File: src/rtl/samul_div_sequential_if.sv
// samul_div_sequential_if: start/busy/done handshake with operand and result bundle for the divider
interface samul_div_sequential_if #(parameter int WIDTH = 32);
  logic start;
  logic [2*WIDTH-1:0] dividend;
  logic [WIDTH-1:0] divisor;
  logic busy;
  logic done;
  logic [WIDTH-1:0] quotient;
  logic [WIDTH-1:0] remainder;
  logic div_by_zero;
  logic overflow;
  modport master (
    output start, dividend, divisor,
    input busy, done, quotient, remainder, div_by_zero, overflow
  );
  modport slave (
    input start, dividend, divisor,
    output busy, done, quotient, remainder, div_by_zero, overflow
  );
endinterface

File: src/rtl/samul_div_sequential.sv
// samul_div_sequential: restoring 2W/W divider, one quotient bit per step; SAMUL_DIV_SLOW_STEP_EN steps every 4th clk
module samul_div_sequential #(parameter int WIDTH = 32) (
  input logic clk,
  input logic rst,
  samul_div_sequential_if.slave bus
);
  typedef enum logic {IDLE, RUN} state_t;
  localparam int CW = $clog2(WIDTH);
  state_t state;
  logic [WIDTH-1:0] r;
  logic [WIDTH-1:0] q;
  logic [WIDTH-1:0] d;
  logic [CW-1:0] cnt;
  logic [WIDTH:0] r_sh;
  logic [WIDTH:0] t;
  logic [WIDTH-1:0] r_nx;
  logic [WIDTH-1:0] q_nx;
  logic accept;
  logic step;
  logic last;
  logic [WIDTH-1:0] hi;
`ifdef SAMUL_DIV_SLOW_STEP_EN
  logic [1:0] sub;
  always_ff @(posedge clk or negedge rst)
    if (!rst) sub <= '0;
    else sub <= accept ? 2'd0 : sub + 2'd1;
  assign step = sub == 2'd3;
`else
  assign step = 1'b1;
`endif
  // partial remainder stays below divisor, so only the shifted trial needs the extra bit
  always_comb begin
    hi = bus.dividend[2*WIDTH-1:WIDTH];
    accept = state == IDLE && bus.start;
    r_sh = {r, q[WIDTH-1]};
    t = r_sh - {1'b0, d};
    r_nx = t[WIDTH] ? r_sh[WIDTH-1:0] : t[WIDTH-1:0];
    q_nx = {q[WIDTH-2:0], ~t[WIDTH]};
    last = step && cnt == CW'(WIDTH - 1);
  end
  always_ff @(posedge clk or negedge rst)
    if (!rst) begin
      state <= IDLE;
      r <= '0;
      q <= '0;
      d <= '0;
      cnt <= '0;
      bus.busy <= 1'b0;
      bus.done <= 1'b0;
      bus.quotient <= '0;
      bus.remainder <= '0;
      bus.div_by_zero <= 1'b0;
      bus.overflow <= 1'b0;
    end else begin
      bus.done <= 1'b0;
      if (accept) begin
        bus.div_by_zero <= bus.divisor == '0;
        bus.overflow <= bus.divisor != '0 && hi >= bus.divisor;
        if (bus.divisor == '0) begin
          bus.done <= 1'b1;
          bus.quotient <= '1;
          bus.remainder <= bus.dividend[WIDTH-1:0];
        end else if (hi >= bus.divisor) begin
          bus.done <= 1'b1;
          bus.quotient <= '1;
          bus.remainder <= '0;
        end else begin
          state <= RUN;
          bus.busy <= 1'b1;
          r <= hi;
          q <= bus.dividend[WIDTH-1:0];
          d <= bus.divisor;
          cnt <= '0;
        end
      end else if (state == RUN && step) begin
        r <= r_nx;
        q <= q_nx;
        cnt <= cnt + 1'b1;
        if (last) begin
          state <= IDLE;
          bus.busy <= 1'b0;
          bus.done <= 1'b1;
          bus.quotient <= q_nx;
          bus.remainder <= r_nx;
        end
      end
    end
endmodule
File: src/flat_wrapper.sv
// flat-port wrapper written by rule: the top's interface ports become plain ports
module samul_div_sequential_flat 
#(parameter int WIDTH = 32)
  (clk, rst, bus_start, bus_dividend, bus_divisor, bus_busy, bus_done, bus_quotient, bus_remainder, bus_div_by_zero, bus_overflow);
  samul_div_sequential_if #(.WIDTH(WIDTH)) bus_i ();
  input logic clk;
  input logic rst;
  input wire logic [$bits(bus_i.start)-1:0] bus_start;
  input wire logic [$bits(bus_i.dividend)-1:0] bus_dividend;
  input wire logic [$bits(bus_i.divisor)-1:0] bus_divisor;
  output wire logic [$bits(bus_i.busy)-1:0] bus_busy;
  output wire logic [$bits(bus_i.done)-1:0] bus_done;
  output wire logic [$bits(bus_i.quotient)-1:0] bus_quotient;
  output wire logic [$bits(bus_i.remainder)-1:0] bus_remainder;
  output wire logic [$bits(bus_i.div_by_zero)-1:0] bus_div_by_zero;
  output wire logic [$bits(bus_i.overflow)-1:0] bus_overflow;
  assign bus_i.start = bus_start;
  assign bus_i.dividend = bus_dividend;
  assign bus_i.divisor = bus_divisor;
  assign bus_busy = bus_i.busy;
  assign bus_done = bus_i.done;
  assign bus_quotient = bus_i.quotient;
  assign bus_remainder = bus_i.remainder;
  assign bus_div_by_zero = bus_i.div_by_zero;
  assign bus_overflow = bus_i.overflow;
  samul_div_sequential #(.WIDTH(WIDTH)) u_core (.clk(clk), .rst(rst), .bus(bus_i));
endmodule
File: config.mk
export PLATFORM = sky130hd
export DESIGN_NAME = samul_div_sequential_flat
export DESIGN_NICKNAME = d
export VERILOG_FILES = /design/src/rtl/samul_div_sequential_if.sv /design/src/rtl/samul_div_sequential.sv /design/src/flat_wrapper.sv
export SDC_FILE = /design/constraint.sdc
export NUM_CORES = 1
export LEC_CHECK = 0
export ABC_AREA = 1
export BUFFER_PORTS_ARGS = -buffer_cell sky130_fd_sc_hd__clkbuf_2
export CORE_AREA = 4 4 204 256
export DETAILED_ROUTE_END_ITERATION = 8
export DIE_AREA = 0 0 208 260
export MAX_ROUTING_LAYER = met4
export SYNTH_ARGS = -nofsm -noshare
export SYNTH_HDL_FRONTEND = slang
export SYNTH_SLANG_ARGS = --single-unit
File: constraint.sdc
create_clock -name clk -period 5.1 [get_ports clk]
set_clock_uncertainty 0.05 [all_clocks]
set_input_delay 1.02 -clock clk [delete_from_list [all_inputs] [get_ports clk]]
set_output_delay 1.02 -clock clk [all_outputs]
set_load 0.02 [all_outputs]
==> results.sh <==
export IMPL_status="finished, final reports clean"
export IMPL_period_minus_slack_ps=3871
export IMPL_synth_cell_area_sq_mm=0.01186
export IMPL_cts_tree="yes"
export IMPL_max_freq_mhz=258.3
export IMPL_instances_no_fill=2597
export IMPL_path_clk_slew_ps=60
export IMPL_synthXorXnorAreaFrac=0.01181
export IMPL_htree_levels=4
export IMPL_p_switching_mw=5.347
export IMPL_initial_utilization=0.2375
export IMPL_numCtsBuffers=17
export IMPL_final_nets=2091
export IMPL_overflow=0
export IMPL_gp_congestion=0.9261
export IMPL_synth_fa_ha_area_frac=0.07130
export IMPL_switching_share=0.5271
export IMPL_cts_root_buf="clkbuf_16"
export IMPL_cts_setup_buffers=0
export IMPL_rsz0062_at_grt="no"
export IMPL_slew_headroom=0.3910
export IMPL_synth_cell_types=37
export IMPL_wirelength_um=40900
export IMPL_wl_per_cell_um=15.75
export IMPL_dpl_cell_count=2564
export IMPL_slew_viol_final=0
export IMPL_r2r_start="u_core.q[31]"
export IMPL_grt_pass1_wl_um=64190
export IMPL_finalSetupTns_ps=0
export IMPL_synth_top_family_by_area="simple AND/OR/NAND/NOR gates"
export IMPL_synth_area_mux_share=0
export IMPL_grt_pass1_vias=11600
export IMPL_via_per_inst=4.446
export IMPL_track_usage=0.1540
export IMPL_drv_cap=0
export IMPL_powerDensity_mw_per_mm2=732.1
export IMPL_p_clk_frac=0.135
export IMPL_r2r_cells=18
export IMPL_regArea_sq_mm=0.004254
export IMPL_criticalPathCategory="in -> reg"
export IMPL_drive_gt1_frac=0.1347
export IMPL_synth_simple_area_share=0.3987
export IMPL_synth_seq_area_share=0.3586
export IMPL_antenna_found_initial=1
export IMPL_place_hpwl_um=32030
export IMPL_grt_max_degree=82
export IMPL_syn_area_per_cell_sq_um=6.605
export IMPL_core_area_sq_mm=0.04996
export IMPL_cts_resized_gates=0
export IMPL_synth_compound_area_frac=0.04968
export IMPL_worstSetupEndpointType="flop"
export IMPL_crit_path_end="u_core.bus.remainder[23]"
export IMPL_cp_required_ps=5390
export IMPL_multi_input_area_sq_mm=0.006315
export IMPL_num_rows=92
export IMPL_hold_class="reg -> reg"
export IMPL_yosys_warnings=0
export IMPL_cp_arrival_ps=4160
export IMPL_clock_path_buffers=2
export IMPL_drc=0
export IMPL_final_cell_mix="810 x nand2_1, 244 x inv_1, 170 x dfrtp_1"
export IMPL_hold_viol=0
export IMPL_setup_viol=0
export IMPL_area_growth_pct=16.80
export IMPL_n_fill_cell=5588
export IMPL_synth_nets=1962
export IMPL_insertion_delay_ps=450
export IMPL_vdd_ir_drop_max_v=0.0002975
export IMPL_io_pins=167
export IMPL_p_leak_nw=7.972
export IMPL_yosys_area_top_type="dfrtp_1"
export IMPL_synth_top_cell_area_share=0.3586
export IMPL_comb_power_share=0.633
export IMPL_worst_pin_slew_ps=912.2
export IMPL_via_count=11550
export IMPL_min_period_over_period=0.7591
export IMPL_chipWidth_um=208
export IMPL_startpoint="bus_divisor[13]"
export IMPL_path_max_fanout=64
export IMPL_drt_initial_drc_count=776
export IMPL_die_area_sq_mm=0.05408
export IMPL_p_seq_frac=0.232
export IMPL_port_buffers=166
export IMPL_r2r_slack_ps=1940
export IMPL_r2r_end="u_core.bus.remainder[14]"
export IMPL_ant_nets=0
export IMPL_syn_inst=1796
export IMPL_p_int_mw=4.797
export IMPL_cts_sinks=170
export IMPL_yosys_top_cells_area="dfrtp_1 36%, nand2_1 26%, inv_1 7.7%"
export IMPL_dr_pass1_iters=7
export IMPL_cp_start_kind="input port"
export IMPL_die_y_um=260
export IMPL_synth_seq_cells=170
export IMPL_holdBufCountCts=0
export IMPL_final_common_cell="nand2_1"
==> final cells by class <==
class / count / share of cell area
repair buffers: 176 / 0.06673
flip-flops and latches: 170 / 0.3070
diodes: 1 / 0.0001806
clock buffers: 21 / 0.03395
well taps: 658 / 0.05942
multi-input cells: 1312 / 0.4558
inverters: 248 / 0.06727
clock inverters: 11 / 0.009662
==> routing by layer <==
layer,GRT usage,share of wire,vias up
li1,-,-,5804
met1,0.1750,0.41,5409
met2,0.2684,0.51,263
met3,0.02292,0.035,69
met4,0.07100,0.043,0
met5,-,0,-
==> metrics by stage <==
stage          setup WS [ps]  utilization  hold slack [ps]  cell area (sq um)  power [mW]
2_1_floorplan           2369            -            398.3              11860       7.141
3_3_place_gp           799.0       0.2652            406.2              13250       8.755
3_5_place_dp           670.3       0.2652            410.2              13250       8.828
4_1_cts                 1158       0.2773            424.9              13850       10.25
5_1_grt                 1011       0.2773            439.8              13860       11.20
6_report                1229       0.2773            422.0              13860       10.14
==> cell usage after synthesis (all sizes together) <==
library cell,instances
and3,1
a21oi,34
buf,40
a21o,2
nand4,13
nor3,12
and2,8
o21ai,76
xor2,15
nand2,819
or2,3
xnor2,1
fa,1
clkbuf,26
dfrtp,170
nor2,59
inv,248
ha,66
nor4,4
nand3,195
a22o,1
o21bai,1
a21boi,1
==> state kept, by name, indices dropped and copies added (netlist names) <==
signal / count
u_core.bus.div_by_zero: 1
u_core.bus.busy: 1
u_core.r: 32
u_core.state: 1
u_core.bus.quotient: 32
u_core.cnt: 5
u_core.q: 32
u_core.d: 32
u_core.bus.remainder: 32
u_core.bus.done: 1
u_core.bus.overflow: 1
==> logic make-up (layout without fill, tap and decap cells) <==
| group | Yosys count | count (layout) |
|---|---|---|
| other | 0 | 1 |
| XOR/XNOR | 16 | 16 |
| AO/OA/AOI/OAI | 115 | 115 |
| adder cells (fa/ha/maj) | 67 | 67 |
| flip-flops | 170 | 170 |
| AND/OR/NAND/NOR | 1114 | 1114 |
| buffers and inverters | 314 | 456 |
==> worst min path at each step <==
| stage | cells past startpoint | start | slack [ps] | end |
|---|---|---|---|---|
| 2_1_floorplan | 2 | u_core.cnt[4] | 400 | u_core.cnt[4] |
| 3_3_place_gp | 2 | u_core.bus.quotient[11] | 410 | u_core.bus.quotient[11] |
| 3_5_place_dp | 2 | u_core.bus.quotient[9] | 410 | u_core.bus.quotient[9] |
| 4_1_cts | 2 | u_core.bus.quotient[9] | 420 | u_core.bus.quotient[9] |
| 5_1_grt | 2 | u_core.q[1] | 440 | u_core.q[1] |
| 6_report | 2 | u_core.bus.quotient[9] | 420 | u_core.bus.quotient[9] |
==> worst max-delay path: stages <==
cell and delay (ps):
clkbuf_2 110, nor4_1 670, nand3_1 410, nor2_2 620
nor2_1 160, nand4_2 180, nand3_4 620, nand2_1 240
nand2_1 70
==> power by group through the flow <==
stage | clock [mW] | sequential [mW] | combinational, mW
floorplan | 0 | 2.53 | 4.61
global placement | 0 | 2.36 | 6.39
detailed placement | 0 | 2.36 | 6.47
CTS | 1.40 | 2.35 | 6.49
global route | 1.46 | 2.42 | 7.31
finish | 1.37 | 2.36 | 6.42
No activity file was read; power rests on OpenSTA's default activity.
